==> config.mk <==
export PLATFORM = sky130hd
export DESIGN_NAME = uart_frame_buffer
export DESIGN_NICKNAME = d
export VERILOG_FILES = /design/src/rtl/uart_frame_buffer.sv
export SDC_FILE = /design/constraint.sdc
export NUM_CORES = 1
export LEC_CHECK = 0
export BUFFER_PORTS_ARGS = -buffer_cell sky130_fd_sc_hd__buf_4
export CAP_MARGIN = 40
export CELL_PAD_IN_SITES_DETAIL_PLACEMENT = 2
export CELL_PAD_IN_SITES_GLOBAL_PLACEMENT = 2
export CORE_ASPECT_RATIO = 1.25
export CORE_MARGIN = 1.5
export CORE_UTILIZATION = 47
export CTS_CLUSTER_DIAMETER = 30
export DETAILED_ROUTE_END_ITERATION = 10
export GPL_ROUTABILITY_DRIVEN = 0
export HOLD_SLACK_MARGIN = 0.02
export PLACE_DENSITY = 0.91
export SYNTH_ARGS = -nofsm -noshare
export SYNTH_HDL_FRONTEND = slang
export SYNTH_SLANG_ARGS = --single-unit
==> constraint.sdc <==
create_clock -name sys_clk -period 6.9 [get_ports sys_clk]
set_input_delay 0.345 -clock sys_clk [delete_from_list [all_inputs] [get_ports sys_clk]]
set_output_delay 0.345 -clock sys_clk [all_outputs]
set_load 0.01 [all_outputs]
==> src/rtl/uart_frame_buffer.sv <==
// uart_frame_buffer
//   Collects bytes from a UART receiver into an inferred single-port RAM until
//   a frame closes (runtime length or optional terminator byte), then replays
//   the frame to a UART transmitter in forward or reverse order.
//
// Ports
//   sys_clk, sys_rst       : clock, asynchronous active-high reset
//   rx_valid, rx_data      : received byte strobe / data (from uart_rx)
//   frame_len              : bytes per frame; 0 or > DEPTH means DEPTH
//   term_en, term_char     : optional terminator that also closes the frame
//   reverse                : replay last-to-first, latched when the frame closes
//   tx_data, tx_start      : byte to send / one-cycle send request (to uart_tx)
//   tx_done                : transmitter finished the current byte
//   busy                   : high while replaying (not receiving)
//   fill_level             : bytes stored in the current frame
//   drop_cnt               : saturating count of bytes received while busy
module uart_frame_buffer #(
  parameter int DATA_W = 8,
  parameter int ADDR_W = 4,
  parameter int DROP_W = 8
) (
  input  logic              sys_clk,
  input  logic              sys_rst,
  input  logic              rx_valid,
  input  logic [DATA_W-1:0] rx_data,
  input  logic [ADDR_W:0]   frame_len,
  input  logic              term_en,
  input  logic [DATA_W-1:0] term_char,
  input  logic              reverse,
  output logic [DATA_W-1:0] tx_data,
  output logic              tx_start,
  input  logic              tx_done,
  output logic              busy,
  output logic [ADDR_W:0]   fill_level,
  output logic [DROP_W-1:0] drop_cnt
);

  localparam int             DEPTH   = 2 ** ADDR_W;
  localparam logic [ADDR_W:0] DEPTH_L = (ADDR_W + 1)'(DEPTH);

  localparam logic [1:0] RECV = 2'd0;
  localparam logic [1:0] RD   = 2'd1;
  localparam logic [1:0] LOAD = 2'd2;
  localparam logic [1:0] WAIT = 2'd3;

  logic [DATA_W-1:0] mem [DEPTH];

  logic [1:0]        state_q, state_d;
  logic [ADDR_W:0]   fill_q, fill_d;
  logic [ADDR_W:0]   len_q, len_d;
  logic              rev_q, rev_d;
  logic [ADDR_W-1:0] idx_q, idx_d;
  logic [DATA_W-1:0] tx_data_q;
  logic              tx_start_q;
  logic              busy_q;
  logic [DROP_W-1:0] drop_q;

  logic [ADDR_W:0]   eff_len, cnt_inc, len_m1;
  logic [ADDR_W-1:0] rd_addr, ram_addr;
  logic              close, last, ram_we;

  always_comb begin
    eff_len  = (frame_len == '0 || frame_len > DEPTH_L) ? DEPTH_L : frame_len;
    cnt_inc  = fill_q + 1'b1;
    // Close test uses the count including the byte being accepted now.
    close    = (cnt_inc >= eff_len) || (term_en && rx_data == term_char);
    len_m1   = len_q - 1'b1;
    last     = ({1'b0, idx_q} == len_m1);
    rd_addr  = rev_q ? ADDR_W'(len_m1 - {1'b0, idx_q}) : idx_q;
    // Single port: write address while receiving, replay address otherwise.
    ram_addr = (state_q == RECV) ? fill_q[ADDR_W-1:0] : rd_addr;
    ram_we   = (state_q == RECV) && rx_valid;
  end

  always_comb begin
    state_d = state_q;
    fill_d  = fill_q;
    len_d   = len_q;
    rev_d   = rev_q;
    idx_d   = idx_q;
    case (state_q)
      RECV: if (rx_valid) begin
        fill_d = cnt_inc;
        if (close) begin
          len_d   = cnt_inc;
          rev_d   = reverse;
          state_d = RD;
        end
      end
      RD:   state_d = LOAD;
      LOAD: state_d = WAIT;
      WAIT: if (tx_done) begin
        if (last) begin
          idx_d   = '0;
          fill_d  = '0;
          state_d = RECV;
        end else begin
          idx_d   = idx_q + 1'b1;
          state_d = RD;
        end
      end
      default: state_d = RECV;
    endcase
  end

  // RAM array is not reset; contents are always overwritten before replay.
  always_ff @(posedge sys_clk) begin
    if (ram_we) mem[ram_addr] <= rx_data;
  end

  always_ff @(posedge sys_clk or posedge sys_rst) begin
    if (sys_rst) begin
      state_q    <= RECV;
      fill_q     <= '0;
      len_q      <= '0;
      rev_q      <= 1'b0;
      idx_q      <= '0;
      tx_data_q  <= '0;
      tx_start_q <= 1'b0;
      busy_q     <= 1'b0;
      drop_q     <= '0;
    end else begin
      state_q <= state_d;
      fill_q  <= fill_d;
      len_q   <= len_d;
      rev_q   <= rev_d;
      idx_q   <= idx_d;
      busy_q  <= (state_d != RECV);
      // tx_data is the RAM read register: the read issued in RD lands during
      // LOAD together with the tx_start pulse, and holds until the next RD.
      if (state_q == RD) tx_data_q <= mem[ram_addr];
      tx_start_q <= (state_q == RD);
      if (rx_valid && state_q != RECV && drop_q != '1)
        drop_q <= drop_q + 1'b1;
    end
  end

  assign tx_data    = tx_data_q;
  assign tx_start   = tx_start_q;
  assign busy       = busy_q;
  assign fill_level = fill_q;
  assign drop_cnt   = drop_q;

endmodule

==> results of run 1 <==
## routing by layer
layer  track usage  up-vias
met3        0.0417       33
li1              -     1870
met2         0.476      102
met1         0.306     2183
met4        0.0980        0
met5             0        -
## power groups by stage
| stage | clock network, mW | logic [mW] | registers (mW) |
|---|---|---|---|
| 6_report | 1.07 | 1.61 | 1.27 |
| 5_1_grt | 1.11 | 1.71 | 1.28 |
| 4_1_cts | 1.09 | 1.62 | 1.27 |
| 3_5_place_dp | 0 | 1.59 | 1.28 |
| 3_3_place_gp | 0 | 1.47 | 1.27 |
| 2_1_floorplan | 0 | 1.15 | 1.26 |
## sequential cells by signal, indices dropped and copies added, names as in the netlist, 2 cells and up
name        flops
drop_cnt        8
mem           128
state_q         2
idx_q           4
fill_level      5
len_q           5
tx_data         8
## worst max-delay path, cell delays in order, from the launching register on
cell and delay [ps]:
dfrtp_1 380, inv_1 80, ha_1 350, fa_1 520
a21oi_1 110, mux2i_4 160, buf_4 340, buf_16 350
nand2_1 260, nor2_1 740
## final timing paths
kind	startpoint	cells after the start	end
worst max-delay path	len_q[0]	9	mem[0][7]
worst min-delay path	sys_rst	3	drop_cnt[3]
worst max register to register	len_q[0]	9	mem[0][7]
worst min register to register	tx_data[7]	2	tx_data[7]
max in group asynchronous	sys_rst	3	tx_data[3]
min in group sys_clk	reverse	2	rev_q
## Yosys cell counts
cell type	number
o221ai_1	8
a21o_1	3
clkbuf_1	3
a211o_2	1
and3_1	4
ha_1	13
or4_1	1
mux2_2	7
buf_2	7
fa_1	1
a31oi_1	2
edfxtp_1	128
nand2_8	1
o22ai_1	1
dfrtp_1	35
nor2_1	25
o21ai_0	10
a211oi_1	1
xnor2_1	16
buf_6	2
a22o_1	3
and2_1	2
nand3b_1	1
a21oi_2	1
mux2i_1	115
nor3b_1	1
nand3_1	8
nand4_1	3
nor3_1	2
xor2_1	8
nand2_1	29
inv_1	8
nor4_1	1
clkbuf_8	1
and4bb_2	1
buf_12	1
nand2b_1	5
a21oi_1	4
buf_8	3
o21a_1	1
nor2b_1	2
## metrics by stage
stage / worst slack (ps) / total power [mW] / hold slack [ps]
finish: 3230 / 3.95 / 29.2
global route: 3060 / 4.10 / 67.2
CTS: 3220 / 3.98 / 43.2
detailed placement: 3290 / 2.87 / 487
global placement: 3220 / 2.74 / 480
floorplan: 3950 / 2.41 / 444
## kinds of logic after synthesis
| group | after synthesis | share of synthesized area |
|---|---|---|
| buffers and inverters | 25 | 0.0248 |
| flip-flops | 163 | 0.658 |
| multiplexers | 122 | 0.171 |
| AND/OR/NAND/NOR | 86 | 0.0577 |
| XOR/XNOR | 24 | 0.0293 |
| adder cells (fa/ha/maj) | 14 | 0.0255 |
| AO/OA/AOI/OAI | 35 | 0.0337 |
## cell type report
class | instances | area [um^2] | area share
tap | 182 | 228 | 0.0272
sequential | 163 | 4720 | 0.564
inverter | 8 | 30.0 | 0.00359
clock inverter | 14 | 233 | 0.0278
clock buffer | 18 | 429 | 0.0513
timing repair buffer | 54 | 425 | 0.0509
multi-input combinational | 281 | 2300 | 0.275
==> run metrics, run 1 <==
outcome finished, final reports clean; unrepaired setup endpoints after global routing no; placed cell count 687; Avg Synthesized Cell Area 15.3 um^2; cell area after synthesis 0.00718 mm^2; post-DR wirelength/cell 27.4 um; Slew @ Worst Pin 944 ps; routed wire length on met2 10,800 um; via count between 4k and 5k; Bufs on Longest Clock Path 2; Worst Hold Class input pin to asynchronous set/reset pin; fin nets between 500 and 600; LEAKAGE 3.45 nW; fin cells 720; CTS Hold Bufs 0; CP Launch Type register; Sw Ratio 0.361; Starting Density 0.480; top routing layer in use met4; WP data arrival 3730 ps; initial DRC count roughly 150; I/O pins 50; Core Rows 50; DR pass1 iterations 5; Setup TNS 0 ps; Synth Register Bits approximately 160; clk slew on worst S/H paths 70 ps; Synthesized Nets 510; Metal-1 WL just under 8000 um; core area 0.0150 mm^2; layout cells sized above 1 0.177; GRT overflow 0; largest cells by area after synthesis edfxtp_1, mux2i_1, dfrtp_1; Tmin final between 3000 and 4000 ps; Antenna Nets Post-Route 0; Critical Path Sink Type register; post-synthesis sequential area ratio 0.658; Slew HR 0.368; crit path kind register to register; DIE WIDTH 114 um; Layout Skew between 10 and 15 ps; first-pass GRT wire length 29,600 um; leading cell type in the layout, fill and taps excluded edfxtp_1; CP required 6960 ps; Post-CTS Setup Inserts 0; Worst-Skew Late Latency 430 ps; Post-DP HPWL 12,900 um; combinational power share 0.407; drt via density 5.82; final cycle utilization of the critical path 0.532; synth warn 0; design internal power between 2 and 3 mW; r2r setup slk ~3200 ps; Post-Route Utilization 0.559; GRT Util Overall 0.261; reported net switching power ~1.4 mW; most frequent cells in the layout edfxtp_1, mux2i_1, buf_4; post-cts resize count 0; ANT cells 0; Die ar. ~0.016 mm^2; Pwr per Cell Area between 400 and 500 mW/mm^2; CTS tree built; CTS H-tree depth 4; initial antenna violation count 0; met3 wire len 622 um; fmax between 200 and 300 MHz; Fillers 1,310; number of port buffers 49; # clock sinks 163; Peak supply drop roughly 260 uV; # setup viols final 0; Seq pwr share 0.321; CP Max Fanout 49; Slew Limit Fails 0; Synth top area share 0.536; DRC 0; WL final 19,700 um; Cells after Synth 469; Clock power frac 0.272; largest area contributor in the netlist edfxtp_1; Netlist cell types 41; fin area between 0.008 and 0.009 mm^2; Die Ht 141 um; Fin. Hold Viols 0; Num CTS Buffers 17; Layout area overhead 16.5%; Max-cap violations 0; number of global-route vias before repair 4,757; CTS Root Cell clkbuf_16; largest net degree at the start of global routing 50; area post-placement 0.00769 mm^2
Note: power is estimated with default switching activity, not from simulation.
==> inputs of run 2 (changes only) <==
- ABC_AREA: unset -> 1
- CORE_UTILIZATION: 47 -> 39
- PLACE_DENSITY: 0.91 -> 0.87
- clock period: 6.9 -> 3.7 ns (I/O delays scaled with it)
==> run 2 against run 1 <==
Compared with the run above: global-route usage grew 1.1 points; via count increased by 50%; register-to-register slack worse by 2800 ps; sequential share of layout area shrank 4.1 points; die area is 29% higher; non-clock buffer count is 19 higher; hold slack better by 110 ps; combinational power grew to 3.0 times the previous value; clock power increased by 67%; total power grew 130%; sequential power grew 91%; maximum frequency rose by 13%; largest power group unchanged; highest routed layer unchanged.
==> run metrics, run 2 <==
layout cells sized above 1 0.128 (was 0.177); via count 6,276 (was 4,188); Num CTS Buffers 17 (unchanged); CTS Hold Bufs 2 (was 0); Bufs on Longest Clock Path 2 (unchanged); Netlist cell types 35 (was 41); combinational power share 0.535 (was 0.407); core area 0.0195 mm^2 (was 0.0150 mm^2); Async SR Flop Fraction 0.215 (unchanged); Worst-Skew Late Latency 440 ps (was 430 ps); first-pass GRT wire length 41,100 um (was 29,600 um); Starting Density 0.398 (was 0.480); Slew HR 0.457 (was 0.368); CP Launch Type register (unchanged); post-DR wirelength/cell 22.9 um (was 27.4 um); outcome finished, final reports clean (unchanged); Antenna Nets Post-Route 0 (unchanged); Layout Skew 15.6 ps (was 10.8 ps); CP max-delay cell nor2_1 (unchanged); initial DRC count 408 (was 147); design internal power 4.68 mW (was 2.52 mW); Largest Register mem (unchanged); WL final 26,500 um (was 19,700 um); CP peak stage delay 650 ps (was 740 ps); GRT overflow 0 (unchanged); LEAKAGE 4.01 nW (was 3.45 nW); max reg flops 128 (unchanged); crit path kind register to register (unchanged); Clock power frac 0.197 (was 0.272); Die ar. 0.0207 mm^2 (was 0.0160 mm^2); fin nets 922 (was 566); Peak supply drop 426 uV (was 257 uV); top_reg_cell synth edfxtp_1 (unchanged); Slew Limit Fails 0 (unchanged); delay-heaviest family, CP simple AND/OR/NAND/NOR gates (unchanged); Synth Register Bits 163 (unchanged); Core Rows 57 (was 50); CTS tree built (unchanged); leading cell type in the layout, fill and taps excluded nand2_1 (was edfxtp_1); largest net degree at the start of global routing 38 (was 50); count leader, synth nand2_1 (was edfxtp_1); GRT Util Overall 0.272 (was 0.261); Post-CTS Setup Inserts 0 (unchanged); WP data arrival 3310 ps (was 3730 ps); Post-DP HPWL 17,400 um (was 12,900 um); reported net switching power 4.39 mW (was 1.43 mW); Synthesized Nets 863 (was 510); total chip power 9.07 mW (was 3.95 mW); number of port buffers 49 (unchanged); cell area after synthesis 0.00775 mm^2 (was 0.00718 mm^2); initial antenna violation count 0 (unchanged); largest area contributor in the netlist edfxtp_1 (unchanged); # setup viols final 0 (unchanged); drt via density 5.42 (was 5.82); Max-cap violations 0 (unchanged); Synth top area share 0.496 (was 0.536); Setup TNS 0 ps (unchanged); Avg Synthesized Cell Area 9.43 um^2 (was 15.3 um^2); synth warn 0 (unchanged); CTS H-tree depth 4 (unchanged); Seq pwr share 0.267 (was 0.321); Slew @ Worst Pin 812 ps (was 944 ps); Sw Ratio 0.484 (was 0.361); hold_ws 135 ps (was 29.2 ps); final cycle utilization of the critical path 0.878 (was 0.532); CTS Root Cell clkbuf_16 (unchanged); unrepaired setup endpoints after global routing no (unchanged); Die Ht 161 um (was 141 um); largest cells by area after synthesis edfxtp_1, nand2_1, dfrtp_1 (was edfxtp_1, mux2i_1, dfrtp_1); Tmin final 3250 ps (was 3670 ps); most frequent CP cell nand2_1; Fin. Hold Viols 0 (unchanged); I/O pins 50 (unchanged); ANT cells 0 (unchanged); CP Max Fanout 17 (was 49); fmax 308 MHz (was 272 MHz); Pwr per Cell Area 1010 mW/mm^2 (was 472 mW/mm^2); clk slew on worst S/H paths 60 ps (was 70 ps); Synth top cells by count nand2_1, edfxtp_1, nand3_1, inv_1, dfrtp_1 (was edfxtp_1, mux2i_1, dfrtp_1, nand2_1, nor2_1); # clock sinks 163 (unchanged); CP required 3760 ps (was 6960 ps); Critical Path Sink Type register (unchanged); CP cell instances inv_1 > ha_1 > fa_1 > nand2_1 > o21ai_0 > nand2_1 > o21ai_2 > buf_4 > inv_2 > nand4_1 > nor2_1 (was inv_1 > ha_1 > fa_1 > a21oi_1 > mux2i_4 > buf_4 > buf_16 > nand2_1 > nor2_1); DIE WIDTH 129 um (was 114 um); number of global-route vias before repair 7,156 (was 4,757); Layout area overhead 16.4% (was 16.5%); Post-synth EDFFs 128 (unchanged); DRC 0 (unchanged); DR pass1 iterations 4 (was 5); Worst Hold Class input pin to register (was input pin to asynchronous set/reset pin); most frequent cells in the layout nand2_1, edfxtp_1, nand3_1 (was edfxtp_1, mux2i_1, buf_4); Buf/Inv on CP 3 (unchanged); Cells after Synth 822 (was 469); post-cts resize count 0 (unchanged); post-synthesis sequential area ratio 0.609 (was 0.658)
-- run 2: changes by cell type after synthesis, sizes merged, moves of 4 or more --
cell    before  now
nor2        25   34
nand3        8  125
nand2       30  355
inv          8   46
o221ai       8    1
buf         13   33
mux2i      115    0
a21oi        5   10
clkbuf       4    0
nand2b       5    0
xnor2       16    6
mux2         7    1
and3         4    0
-- run 2: path summary, 6_finish.rpt --
check                      startpoint            end  slack (ps)  cells after the start
setup / recovery             len_q[0]      mem[7][0]         450                     11
hold / removal                tx_done     state_q[0]         140                      4
setup reg to reg             len_q[0]      mem[7][0]         450                     11
hold reg to reg            tx_data[6]     tx_data[6]         490                      2
max in group asynchronous     sys_rst  fill_level[1]        2930                      4
min in group asynchronous     sys_rst    drop_cnt[6]         430                      4
-- run 2: power by group through the flow --
| stage | logic, mW | clock network (mW) | registers [mW] |
|---|---|---|---|
| final | 4.86 | 1.79 | 2.43 |
| after CTS | 4.91 | 1.81 | 2.42 |
| after floorplan | 3.04 | 0 | 2.42 |
| after global routing | 5.34 | 1.87 | 2.45 |
| after global placement | 4.46 | 0 | 2.43 |
| after detailed placement | 4.74 | 0 | 2.45 |
-- run 2: final cells by class --
class                      instances  area (um^2)
fill                            2161        10500
clock inverter                    10          133
inverter                          47          176
tap                              265          332
timing repair buffer              73          553
multi-input combinational        579         2660
sequential                       163         4720
clock buffer                      22          444
-- run 2: cells by family after synthesis --
group | count (synthesis) | share of synthesized area
simple gates | 526 | 0.282
flops | 163 | 0.609
buf+inv | 80 | 0.0473
compound gates | 23 | 0.0194
xor+xnor | 15 | 0.0170
fa+ha+maj | 14 | 0.0236
mux | 1 | 0.00145
-- run 2: tightest hold or removal path, delay by kind of cell --
kind                   cells  cell delay (ps)
buffers and inverters      1               80
and+or+nand+nor            3              260
-- run 2: metrics by stage --
step,area [um^2],worst slack [ps],util,std cells
6_report,9020,451,0.463,1159
5_1_grt,9020,301,0.463,1159
3_5_place_dp,8420,502,0.433,1125
4_1_cts,9020,431,0.463,1159
3_3_place_gp,8420,708,0.433,1125
2_1_floorplan,7750,1020,-,822
-- run 2: routing by layer --
layer,vias to the layer above,wire [um],share of wire,GRT usage
met5,-,0,0,0
met4,0,1370,0.051,0.155
met3,71,519,0.020,0.0426
met2,129,15000,0.56,0.506
met1,3240,9650,0.36,0.287
li1,2836,-,-,-
